### config.mk
export PLATFORM = sky130hd
export DESIGN_NAME = eth_tx_nibbler_flat
export DESIGN_NICKNAME = d
export VERILOG_FILES = /design/src/rtl/eth_tx_pkg.sv /design/src/rtl/eth_tx_nibbler_if.sv /design/src/rtl/eth_tx_crc32.sv /design/src/rtl/eth_tx_nibbler.sv /design/src/flat_wrapper.sv
export SDC_FILE = /design/constraint.sdc
export NUM_CORES = 1
export LEC_CHECK = 0
export CAP_MARGIN = 20
export CORE_UTILIZATION = 60
export CTS_CLUSTER_SIZE = 24
export DETAILED_ROUTE_END_ITERATION = 7
export PLACE_DENSITY = 0.78
export SETUP_SLACK_MARGIN = 0.1
export SYNTH_ARGS = -nofsm -noshare
export SYNTH_HDL_FRONTEND = slang
export SYNTH_HIERARCHICAL = 1
export SYNTH_SLANG_ARGS = --single-unit
### constraint.sdc
create_clock -name MTxClk -period 2.9 [get_ports MTxClk]
set_input_delay 0.58 -clock MTxClk [delete_from_list [all_inputs] [get_ports MTxClk]]
set_output_delay 0.58 -clock MTxClk [all_outputs]
set_load 0.05 [all_outputs]
### src/rtl/eth_tx_pkg.sv
// Shared types and constants for the MII transmit serializer.
// The CRC helper advances the reflected CRC-32 by one nibble, LSB first.
package eth_tx_pkg;

    typedef enum logic [2:0] {
        IDLE,
        PRE,
        SFD,
        DATA,
        PAD,
        FCS,
        IFG
    } tx_state_e;

    localparam logic [3:0]  PRE_NIBBLE  = 4'h5;
    localparam logic [3:0]  SFD_NIBBLE  = 4'hD;
    localparam logic [31:0] CRC_INIT    = 32'hFFFF_FFFF;
    localparam logic [31:0] CRC_POLY    = 32'hEDB8_8320;

    localparam int MIN_FL_DEF  = 60;
    localparam int IFG_NIB_DEF = 24;
    localparam int PRE_NIB_DEF = 15;

    function automatic logic [31:0] crc32_nibble(input logic [31:0] crc,
                                                 input logic [3:0]  d);
        logic [31:0] c;
        c = crc;
        for (int i = 0; i < 4; i++) begin
            c = (c[0] ^ d[i]) ? ((c >> 1) ^ CRC_POLY) : (c >> 1);
        end
        return c;
    endfunction

endpackage

### src/rtl/eth_tx_nibbler_if.sv
// Byte-stream handshake between the DMA side (master) and the nibble serializer (slave).
interface eth_tx_nibbler_if;

    logic       TxStartFrm;
    logic       TxEndFrm;
    logic [7:0] TxData;
    logic       TxUnderRun;
    logic       PerPacketCrcEn;
    logic       PerPacketPad;
    logic       TxUsedData;
    logic       TxDone;
    logic       TxAbort;

    modport master (
        output TxStartFrm, TxEndFrm, TxData, TxUnderRun, PerPacketCrcEn, PerPacketPad,
        input  TxUsedData, TxDone, TxAbort
    );

    modport slave (
        input  TxStartFrm, TxEndFrm, TxData, TxUnderRun, PerPacketCrcEn, PerPacketPad,
        output TxUsedData, TxDone, TxAbort
    );

endinterface

### src/rtl/eth_tx_crc32.sv
// Nibble-wide reflected CRC-32 register; init has priority over en.
module eth_tx_crc32
    import eth_tx_pkg::*;
(
    input  logic        MTxClk,
    input  logic        Reset_n,
    input  logic        init,
    input  logic        en,
    input  logic [3:0]  d,
    output logic [31:0] crc
);

    logic [31:0] crc_q, crc_d;

    always_comb begin
        crc_d = crc_q;
        if (init) begin
            crc_d = CRC_INIT;
        end else if (en) begin
            crc_d = crc32_nibble(crc_q, d);
        end
    end

    always_ff @(posedge MTxClk or negedge Reset_n) begin
        if (!Reset_n) begin
            crc_q <= CRC_INIT;
        end else begin
            crc_q <= crc_d;
        end
    end

    assign crc = crc_q;

endmodule

### src/rtl/eth_tx_nibbler.sv
// Transmit MAC serializer: bytes in, MII nibbles out with preamble, padding, FCS and IFG.
// Every output is a flop computed from the current state, so the wire lags the state by one cycle.
module eth_tx_nibbler
    import eth_tx_pkg::*;
#(
    parameter int MIN_FL  = MIN_FL_DEF,
    parameter int IFG_NIB = IFG_NIB_DEF,
    parameter int PRE_NIB = PRE_NIB_DEF
) (
    input  logic             MTxClk,
    input  logic             Reset_n,
    eth_tx_nibbler_if.slave  tx,
    output logic [3:0]       MTxD,
    output logic             MTxEn,
    output logic             MTxErr
);

    localparam logic [5:0] MIN_FL_C = 6'(MIN_FL);
    localparam logic [4:0] PRE_LAST = 5'(PRE_NIB - 1);
    localparam logic [4:0] IFG_LAST = 5'(IFG_NIB - 1);

    tx_state_e   state_q, state_d;
    logic [4:0]  tmr_q, tmr_d;
    logic [5:0]  bcnt_q, bcnt_d, bcnt_inc;
    logic        phase_q, phase_d;
    logic        last_q, last_d;
    logic [7:0]  byte_q, byte_d;
    logic        crc_flag_q, crc_flag_d;
    logic        pad_flag_q, pad_flag_d;
    logic        done_pend_q, done_pend_d;
    logic        abort_pend_q, abort_pend_d;

    logic [3:0]  mtxd_q, mtxd_d;
    logic        mtxen_q, mtxen_d;
    logic        mtxerr_q, mtxerr_d;
    logic        used_q, used_d;
    logic        done_q, done_d;
    logic        abort_q, abort_d;

    logic        crc_init, crc_en;
    logic [3:0]  crc_din;
    logic [31:0] crc_val, fcs_sh;
    logic        need_pad, payload_done, start_ok;

    eth_tx_crc32 u_crc (
        .MTxClk  (MTxClk),
        .Reset_n (Reset_n),
        .init    (crc_init),
        .en      (crc_en),
        .d       (crc_din),
        .crc     (crc_val)
    );

    assign bcnt_inc = (bcnt_q >= MIN_FL_C) ? bcnt_q : bcnt_q + 6'd1;
    assign need_pad = pad_flag_q && (bcnt_inc < MIN_FL_C);
    assign fcs_sh   = crc_val >> {tmr_q[2:0], 2'b00};

    always_comb begin
        state_d      = state_q;
        tmr_d        = tmr_q;
        bcnt_d       = bcnt_q;
        phase_d      = phase_q;
        last_d       = last_q;
        byte_d       = byte_q;
        crc_flag_d   = crc_flag_q;
        pad_flag_d   = pad_flag_q;
        done_pend_d  = 1'b0;
        abort_pend_d = 1'b0;
        mtxd_d       = 4'h0;
        mtxen_d      = 1'b0;
        mtxerr_d     = 1'b0;
        used_d       = 1'b0;
        done_d       = done_pend_q;
        abort_d      = abort_pend_q;
        crc_init     = 1'b0;
        crc_en       = 1'b0;
        crc_din      = 4'h0;
        payload_done = 1'b0;
        start_ok     = 1'b0;

        case (state_q)
            IDLE: start_ok = 1'b1;
            PRE: begin
                mtxen_d = 1'b1;
                mtxd_d  = PRE_NIBBLE;
                if (tmr_q == PRE_LAST) state_d = SFD;
                else                   tmr_d   = tmr_q + 5'd1;
            end
            SFD: begin
                mtxen_d = 1'b1;
                mtxd_d  = SFD_NIBBLE;
                used_d  = 1'b1;
                byte_d  = tx.TxData;
                last_d  = tx.TxEndFrm;
                phase_d = 1'b0;
                state_d = DATA;
            end
            DATA: begin
                mtxen_d = 1'b1;
                mtxd_d  = phase_q ? byte_q[7:4] : byte_q[3:0];
                crc_en  = 1'b1;
                crc_din = mtxd_d;
                phase_d = ~phase_q;
                if (phase_q) begin
                    bcnt_d = bcnt_inc;
                    if (last_q) begin
                        payload_done = 1'b1;
                    end else begin
                        used_d = 1'b1;
                        byte_d = tx.TxData;
                        last_d = tx.TxEndFrm;
                    end
                end
            end
            PAD: begin
                mtxen_d = 1'b1;
                crc_en  = 1'b1;
                phase_d = ~phase_q;
                if (phase_q) begin
                    bcnt_d       = bcnt_inc;
                    payload_done = 1'b1;
                end
            end
            FCS: begin
                mtxen_d = 1'b1;
                mtxd_d  = ~fcs_sh[3:0];
                if (tmr_q == 5'd7) begin
                    state_d     = IFG;
                    tmr_d       = 5'd0;
                    done_pend_d = 1'b1;
                end else begin
                    tmr_d = tmr_q + 5'd1;
                end
            end
            IFG: begin
                if (tmr_q == IFG_LAST) begin
                    state_d  = IDLE;
                    start_ok = 1'b1;
                end else begin
                    tmr_d = tmr_q + 5'd1;
                end
            end
            default: state_d = IDLE;
        endcase

        // A byte boundary after the payload: keep padding, append FCS, or close the frame.
        if (payload_done) begin
            if (need_pad) begin
                state_d = PAD;
            end else if (crc_flag_q) begin
                state_d = FCS;
                tmr_d   = 5'd0;
            end else begin
                state_d     = IFG;
                tmr_d       = 5'd0;
                done_pend_d = 1'b1;
            end
        end

        // The last gap cycle doubles as IDLE so a waiting request costs no extra cycle.
        if (start_ok && tx.TxStartFrm) begin
            state_d    = PRE;
            tmr_d      = 5'd0;
            bcnt_d     = 6'd0;
            crc_flag_d = tx.PerPacketCrcEn;
            pad_flag_d = tx.PerPacketPad;
            crc_init   = 1'b1;
        end

        if (tx.TxUnderRun && (state_q != IDLE) && (state_q != IFG)) begin
            state_d      = IFG;
            tmr_d        = 5'd0;
            mtxen_d      = 1'b1;
            mtxerr_d     = 1'b1;
            mtxd_d       = 4'h0;
            used_d       = 1'b0;
            crc_en       = 1'b0;
            byte_d       = byte_q;
            last_d       = last_q;
            bcnt_d       = bcnt_q;
            done_pend_d  = 1'b0;
            abort_pend_d = 1'b1;
        end
    end

    always_ff @(posedge MTxClk or negedge Reset_n) begin
        if (!Reset_n) begin
            state_q      <= IDLE;
            tmr_q        <= 5'd0;
            bcnt_q       <= 6'd0;
            phase_q      <= 1'b0;
            last_q       <= 1'b0;
            crc_flag_q   <= 1'b0;
            pad_flag_q   <= 1'b0;
            done_pend_q  <= 1'b0;
            abort_pend_q <= 1'b0;
            mtxd_q       <= 4'h0;
            mtxen_q      <= 1'b0;
            mtxerr_q     <= 1'b0;
            used_q       <= 1'b0;
            done_q       <= 1'b0;
            abort_q      <= 1'b0;
        end else begin
            state_q      <= state_d;
            tmr_q        <= tmr_d;
            bcnt_q       <= bcnt_d;
            phase_q      <= phase_d;
            last_q       <= last_d;
            crc_flag_q   <= crc_flag_d;
            pad_flag_q   <= pad_flag_d;
            done_pend_q  <= done_pend_d;
            abort_pend_q <= abort_pend_d;
            mtxd_q       <= mtxd_d;
            mtxen_q      <= mtxen_d;
            mtxerr_q     <= mtxerr_d;
            used_q       <= used_d;
            done_q       <= done_d;
            abort_q      <= abort_d;
        end
    end

    always_ff @(posedge MTxClk) begin
        byte_q <= byte_d;
    end

    assign MTxD          = mtxd_q;
    assign MTxEn         = mtxen_q;
    assign MTxErr        = mtxerr_q;
    assign tx.TxUsedData = used_q;
    assign tx.TxDone     = done_q;
    assign tx.TxAbort    = abort_q;

endmodule
### src/flat_wrapper.sv
// flat-port wrapper written by rule: the top's interface ports become plain ports
module eth_tx_nibbler_flat import eth_tx_pkg::*;
#(
    parameter int MIN_FL  = MIN_FL_DEF,
    parameter int IFG_NIB = IFG_NIB_DEF,
    parameter int PRE_NIB = PRE_NIB_DEF
)
  (MTxClk, Reset_n, MTxD, MTxEn, MTxErr, tx_TxStartFrm, tx_TxEndFrm, tx_TxData, tx_TxUnderRun, tx_PerPacketCrcEn, tx_PerPacketPad, tx_TxUsedData, tx_TxDone, tx_TxAbort);
  eth_tx_nibbler_if tx_i ();
  input  logic MTxClk;
  input  logic Reset_n;
  output logic [3:0] MTxD;
  output logic MTxEn;
  output logic MTxErr;
  input wire logic [$bits(tx_i.TxStartFrm)-1:0] tx_TxStartFrm;
  input wire logic [$bits(tx_i.TxEndFrm)-1:0] tx_TxEndFrm;
  input wire logic [$bits(tx_i.TxData)-1:0] tx_TxData;
  input wire logic [$bits(tx_i.TxUnderRun)-1:0] tx_TxUnderRun;
  input wire logic [$bits(tx_i.PerPacketCrcEn)-1:0] tx_PerPacketCrcEn;
  input wire logic [$bits(tx_i.PerPacketPad)-1:0] tx_PerPacketPad;
  output wire logic [$bits(tx_i.TxUsedData)-1:0] tx_TxUsedData;
  output wire logic [$bits(tx_i.TxDone)-1:0] tx_TxDone;
  output wire logic [$bits(tx_i.TxAbort)-1:0] tx_TxAbort;
  assign tx_i.TxStartFrm = tx_TxStartFrm;
  assign tx_i.TxEndFrm = tx_TxEndFrm;
  assign tx_i.TxData = tx_TxData;
  assign tx_i.TxUnderRun = tx_TxUnderRun;
  assign tx_i.PerPacketCrcEn = tx_PerPacketCrcEn;
  assign tx_i.PerPacketPad = tx_PerPacketPad;
  assign tx_TxUsedData = tx_i.TxUsedData;
  assign tx_TxDone = tx_i.TxDone;
  assign tx_TxAbort = tx_i.TxAbort;
  eth_tx_nibbler #(.MIN_FL(MIN_FL), .IFG_NIB(IFG_NIB), .PRE_NIB(PRE_NIB)) u_core (.MTxClk(MTxClk), .Reset_n(Reset_n), .tx(tx_i), .MTxD(MTxD), .MTxEn(MTxEn), .MTxErr(MTxErr));
endmodule
==> results.yml, run 1 <==
logic_synthesis:
  synth.net_count: 385
  synth_area_per_cell_um2: 10.8
  yosys_top_cell_by_area: "dfstp_2"
  post-synth-top-count-cell: "a21oi_1"
  postSynth.asyncResetShare_pct: 88.2
  post_synthesis_sequential_area_ratio_pct: 44.8
  synth-warning-count: 6
  post_synth_most_frequent_cells: "a21oi_1, dfstp_2, nor2_1"
  synth_edf_count: 8
  post_synth_main_area_contributors: "dfstp_2, dfrtp_1, edfxtp_1"
  synth_area_mm2: 0.00398
  postSynth.topFlopCell: "dfstp_2"
  synth_top_cell_area_share_pct: 21.1
  synth_cell_types: 68
  synth-seq-cells: 68
  post_synth_inst_count: 367
min_path:
  holdCritPathClass: "primary input to asynchronous set/reset pin"
routing:
  detail_route.wirelength_mm: 8.78
  number_of_design_rule_violations_left_after_detail_routing: 0
  avgViaCountPerCell: 6.17
  drtAntennaViolNets: 0
  first_pass_iteration_count_of_the_detailed_router: 6
  detailedRoute.firstIterationViolations: 250
  route.vias.total: 2957
  routedWlPerCell_um: 18.3
sta:
  tightest_slew_ns: 0.698
  timing.final.setup_violations: 0
  final_min_period_ns: 2.56
  final_max_slew_viol_count: 0
  worst_slack_ns: 0.338
  clock.fmax_mhz: 390
  post-route-period-util_pct: 88.3
  max_slew_margin_pct: 53.4
  timing_hold_violations_final: 0
  worst_clock_skew_ns: 0.00862
  final.setup.tns_ns: 0
  rsz_0062_raised_after_global_routing: "no"
setup_path:
  timing.critical_path.from_type: "flop"
  timing.critical_path.cells: "mux2i_1 -> nor2_1 -> xnor2_4 -> xnor2_2 -> xor3_1 -> a21bo_1"
  slowest_stage: "dfrtp_1"
  critical_path_buf_inv_count: 0
  crit_family: "XOR/XNOR gates"
  critical_path_capture_point_type: "flop"
  timing.setup.critical_path_class: "flop to flop"
  crit_path_max_fanout: 19
  endpoint_required_time_on_the_critical_path_ns: 3.18
  worst-endpoint-arrival_ns: 2.84
  critPathMaxStageDelay_ns: 0.78
clocking:
  tritoncts: "done"
  cts_repair_resize_count: 0
  cts_max_path_buffers: 2
  cts.sink_count: 68
  cts.reportedPaths.clkPinSlew_ns: 0.08
  cts_setup_buffers: 0
  cts-root-buf: "clkbuf_8"
  number_of_buffers_added_by_the_clock_tree_synthesis_step: 9
  cts_hold_repair.buffers: 0
  worstSkewPairLatency_ns: 0.34
  h_tree_level_count: 3
layout:
  final-instance-count-excl-fill: 479
  final_core_util_pct: 71.7
  areaGrowthSynthToFinish_pct: 15.0
  fill_cells: 455
  design.final.nets: 415
  num_antenna_cells: 0
  layout.cell_area.non_filler_mm2: 0.00458
  share_of_cells_above_drive_strength_1_pct: 28.4
die:
  core_region_area_mm2: 0.00639
  die_width_um: 83.5
  fp.dieH_um: 83.5
  initial_core_util_pct: 62.3
  floorplan.die_area_mm2: 0.00697
  num_io_pins: 24
  fp-row-count: 29
pwr:
  p_switching_mw: 2.18
  seq_power_share_pct: 34.2
  static-leakage-power_nw: 1.89
  cell_internal_pwr_mw: 3.36
  switching_share_pct: 39.4
  pwr-share-clk_pct: 15.4
  comb_power_share_pct: 50.5
  vdd_ir_drop_max_mv: 0.731
  power_density_mw_per_mm2: 1210
global_routing:
  grt_pass1_vias: 2996
  globalRoute.totalOverflow: 0
  grt_max_degree: 35
  grtUsageTotal_pct: 27.0
  grt_first_pass_wirelength_mm: 14.9
  number_of_antenna_violations_at_the_first_check_in_global_routing: 0
placed_design:
  portBuffers: 23
  dp.cells: 462
  detailed_place_hpwl_mm: 6.03
  gpl.final_weighted_congestion: 0.853
  place_area_mm2: 0.00435
  dp_slack_ns: 0.0957
run_status:
  status: "complete, no violations"
job:
  max_cap_viol_count: 0
-- final timing paths --
check | end | cells past startpoint | from | slack (ns)
setup / recovery | u_core/u_crc/crc[19] | 6 | u_core/phase_q | 0.34
hold / removal | u_core/MTxD[0] | 1 | Reset_n | 0.27
setup reg to reg | u_core/u_crc/crc[19] | 6 | u_core/phase_q | 0.34
hold reg to reg | u_core/tx.TxDone | 0 | u_core/done_d | 0.36
max in group asynchronous | u_core/u_crc/crc[11] | 2 | Reset_n | 1.95
min in group MTxClk | u_core/tx.TxDone | 0 | u_core/done_d | 0.36
-- area by class of cell --
class,instances,area [µm²],share of cell area [%]
Clock inverter,7,91.3,1.99
Tap cell,77,96.3,2.10
Clock buffer,9,124,2.70
Sequential cell,68,1780,38.9
Inverter,9,33.8,0.738
Multi-Input combinational cell,268,2080,45.3
Timing Repair Buffer,41,377,8.22
-- metrics by stage --
| step | power (mW) | hold WS, ns |
|---|---|---|
| 2_1_floorplan | 4.01 | 0.284 |
| 3_3_place_gp | 4.58 | 0.336 |
| 3_5_place_dp | 4.67 | 0.341 |
| 4_1_cts | 5.54 | 0.289 |
| 5_1_grt | 5.92 | 0.311 |
| 6_report | 5.55 | 0.268 |
-- flip-flops by register name (all words and copies together), names as in the netlist, 3 cells and up --
register,count
u_core/MTxD,4
u_core/bcnt_q,6
u_core/byte_q,8
u_core/state_q,3
u_core/tmr_q,5
u_core/u_crc/crc,32
-- power by group through the flow --
| stage | sequential [mW] | combinational (mW) | clock [mW] |
|---|---|---|---|
| 2_1_floorplan | 1.91 | 2.11 | 0 |
| 3_3_place_gp | 1.88 | 2.70 | 0 |
| 3_5_place_dp | 1.90 | 2.77 | 0 |
| 4_1_cts | 1.89 | 2.79 | 0.868 |
| 5_1_grt | 1.95 | 3.06 | 0.904 |
| 6_report | 1.90 | 2.80 | 0.852 |
-- layer usage --
metal / global-route usage [%] / vias up / share of wire, %
met5: 0 / - / 0
met4: 9.55 / 0 / 1.2
met3: 5.74 / 11 / 3.7
met2: 43.1 / 76 / 51
met1: 37.0 / 1489 / 45
li1: - / 1381 / -
-- cells in the final DEF (no fill, tap or decap), types with 4 or more instances in the layout --
cell / n
a211o_1: 5
a21oi_1: 40
buf_4: 16
clkbuf_8: 9
clkdlybuf4s50_1: 22
dfrtp_1: 28
dfstp_2: 32
edfxtp_1: 8
inv_1: 7
mux2i_1: 9
mux4_2: 8
nand2_1: 16
nand2b_1: 5
nand3_1: 4
nand3b_1: 5
nand4_1: 4
nor2_1: 30
nor2b_1: 6
nor3_1: 4
o21ai_0: 18
o21ai_1: 7
or2_2: 12
xnor2_1: 11
xor2_1: 16
-- cells by family after synthesis --
group	after synthesis	share of synthesized area, %
flops	68	44.8
simple gates	99	13.3
compound gates	109	18.5
xor+xnor	37	11.6
mux	20	7.64
buf+inv	31	3.17
fa+ha+maj	3	0.943
(Power assumes the default switching activity.)
==> run 2: changes to the inputs <==
Settings changed: ABC_AREA set to 1.
==> run 2 against run 1 <==
Compared with the run above:
- maximum frequency grew 12%
- die area is 5.7% higher
- first-iteration DRC count up 69%
- clock power fell by 8.3%
- critical path depth grew 4
- core utilization down 2.4 points
- cell count grew 44%
- global-route usage rose by 1.7 points
- register-to-register slack improved by 0.28 ns
- total power up 1.4%
- setup slack improved by 0.28 ns
- synthesized cell count increased by 53%
- critical endpoint is now u_core/u_crc/crc[5]
==> results.yml, run 2 <==
run_status:
  status: "complete, no violations"
setup_path:
  worst-endpoint-arrival_ns: 2.56
  critical_path_buf_inv_count: 2
  slowest_stage: "dfrtp_1"
  worst_r2r_startpoint: "u_core/tmr_q[2]"
  timing.critical_path.depth: 10
  crit_path_max_fanout: 19
  timing.setup.critical_path_class: "flop to flop"
  endpoint_required_time_on_the_critical_path_ns: 3.17
  ff2ff_setup_slack_ns: 0.62
  worst-r2r-cell-count: 10
  timing.critical_path.cells: "nand2_2 -> nor2_2 -> nand3_1 -> nand2_1 -> nand2_4 -> inv_1 -> nor2_1 -> inv_2 -> o22ai_1 -> a21oi_1"
  timing.critical_path.from_type: "flop"
  critical_path_capture_point_type: "flop"
  setup.worst_path.end: "u_core/u_crc/crc[5]"
  timing.rr.end: "u_core/u_crc/crc[5]"
  critPathMaxStageDelay_ns: 0.58
  cp-startpoint: "u_core/tmr_q[2]"
  crit_family: "simple AND/OR/NAND/NOR gates"
clocking:
  number_of_buffers_added_by_the_clock_tree_synthesis_step: 9
  cts_setup_buffers: 0
  tritoncts: "done"
  cts.sink_count: 68
  cts.reportedPaths.clkPinSlew_ns: 0.08
  cts_hold_repair.buffers: 0
  worstSkewPairLatency_ns: 0.35
  cts_repair_resize_count: 0
  cts-root-buf: "clkbuf_8"
  h_tree_level_count: 3
  cts_max_path_buffers: 2
routing:
  number_of_design_rule_violations_left_after_detail_routing: 0
  drtAntennaViolNets: 0
  first_pass_iteration_count_of_the_detailed_router: 5
  avgViaCountPerCell: 5.43
  route.vias.total: 3753
  routedWlPerCell_um: 14.0
  detail_route.wirelength_mm: 9.70
  detailedRoute.firstIterationViolations: 423
global_routing:
  number_of_antenna_violations_at_the_first_check_in_global_routing: 0
  grtUsageTotal_pct: 28.7
  grt_max_degree: 32
  globalRoute.totalOverflow: 0
  grt_pass1_vias: 3492
  grt_first_pass_wirelength_mm: 16.3
sta:
  worst_clock_skew_ns: 0.0102
  rsz_0062_raised_after_global_routing: "no"
  final.setup.tns_ns: 0
  timing.final.setup_violations: 0
  final_min_period_ns: 2.28
  clock.fmax_mhz: 438
  post-route-period-util_pct: 78.7
  tightest_slew_ns: 0.687
  worst_slack_ns: 0.617
  final_max_slew_viol_count: 0
  max_slew_margin_pct: 54.2
  whs_ns: 0.268
  timing_hold_violations_final: 0
logic_synthesis:
  synth_area_mm2: 0.00421
  postSynth.topFlopCell: "dfstp_2"
  post_synthesis_sequential_area_ratio_pct: 42.3
  post_synth_main_area_contributors: "dfstp_2, dfrtp_1, nand2_1"
  synth-seq-cells: 68
  synth-warning-count: 6
  post_synth_inst_count: 563
  postSynth.asyncResetShare_pct: 88.2
  synth_area_per_cell_um2: 7.48
  yosys_top_cell_by_area: "dfstp_2"
  synth.net_count: 581
  post_synth_most_frequent_cells: "nand2_1, inv_1, nand3_1"
  synth_top_cell_area_share_pct: 20.0
  post-synth-top-count-cell: "nand2_1"
  synth_edf_count: 8
  synth_cell_types: 44
pwr:
  vdd_ir_drop_max_mv: 0.565
  total_power_mw: 5.62
  power_density_mw_per_mm2: 1190
  static-leakage-power_nw: 2.38
layout:
  fill_cells: 558
  layout.cell_area.non_filler_mm2: 0.00471
  share_of_cells_above_drive_strength_1_pct: 17.5
  final_core_util_pct: 69.3
  areaGrowthSynthToFinish_pct: 11.8
  most_common_cell_after_layout_fill_and_taps_aside: "nand2_1"
  largest_register_ffs: 32
  final-instance-count-excl-fill: 691
  num_antenna_cells: 0
  layout_common_cells: "nand2_1, inv_1, nand3_1"
  seq_area_mm2: 0.00178
  design.final.nets: 608
  area_of_the_multi_input_gates_mm2: 0.00198
placed_design:
  place_area_mm2: 0.00452
  gpl.final_weighted_congestion: 0.925
  detailed_place_hpwl_mm: 6.97
  portBuffers: 23
  dp_slack_ns: 0.561
  dp.cells: 675
die:
  initial_core_util_pct: 62.0
  floorplan.die_area_mm2: 0.00736
  num_io_pins: 24
  fp.dieH_um: 85.8
  fp-row-count: 30
  die_width_um: 85.8
  core_region_area_mm2: 0.00679
job:
  max_cap_viol_count: 0
min_path:
  holdCritPathClass: "primary input to asynchronous set/reset pin"
[run 2: changes by cell type after synthesis, sizes merged, moves of 10 or more]
cell    before  now
clkbuf      14    4
nand2       16  190
a21oi       40   20
inv          9   85
xnor2       17    6
nand3        4   70
[run 2: routing by layer]
| metal | GRT usage (%) | up-vias | wire length [µm] |
|---|---|---|---|
| li1 | - | 1822 | - |
| met1 | 41.2 | 1725 | 4410 |
| met2 | 44.0 | 180 | 4390 |
| met3 | 4.04 | 26 | 679 |
| met4 | 11.8 | 0 | 227 |
| met5 | 0 | - | 0 |
[run 2: final cells by class]
class,count,share of cell area (%)
multi-input combinational,391,42.1
sequential,68,37.8
inverter,90,7.25
timing repair buffer,30,6.16
clock buffer,11,3.00
tap,96,2.55
clock inverter,5,1.09
[run 2: worst reg2reg max path, cell delays in order (launching register included)]
cell,delay [ns]
dfrtp_1,0.58
nand2_2,0.11
nor2_2,0.18
nand3_1,0.13
nand2_1,0.13
nand2_4,0.10
inv_1,0.26
nor2_1,0.14
inv_2,0.30
o22ai_1,0.14
a21oi_1,0.13
[run 2: worst min-delay path by stage]
stage	to	slack, ns	start	depth (start not counted)
after detailed placement	u_core/tx.TxDone	0.34	u_core/done_d	0
after CTS	u_core/bcnt_q[5]	0.29	Reset_n	1
after global placement	u_core/tx.TxDone	0.34	u_core/done_d	0
final	u_core/bcnt_q[5]	0.27	Reset_n	1
after floorplan	u_core/MTxD[0]	0.28	Reset_n	0
after global routing	u_core/bcnt_q[5]	0.32	Reset_n	1
[run 2: report_power, final]
part	leakage [nW]	internal [mW]	switching, mW
Clock	0.0967	0.415	0.366
Sequential	0.774	1.46	0.309
Combinational	1.51	1.04	2.03
[run 2: cells by family after synthesis]
logic type	synth area share, %
compound gates	7.87
xor+xnor	4.90
fa+ha+maj	0.891
simple gates	33.4
buf+inv	10.7
flops	42.3
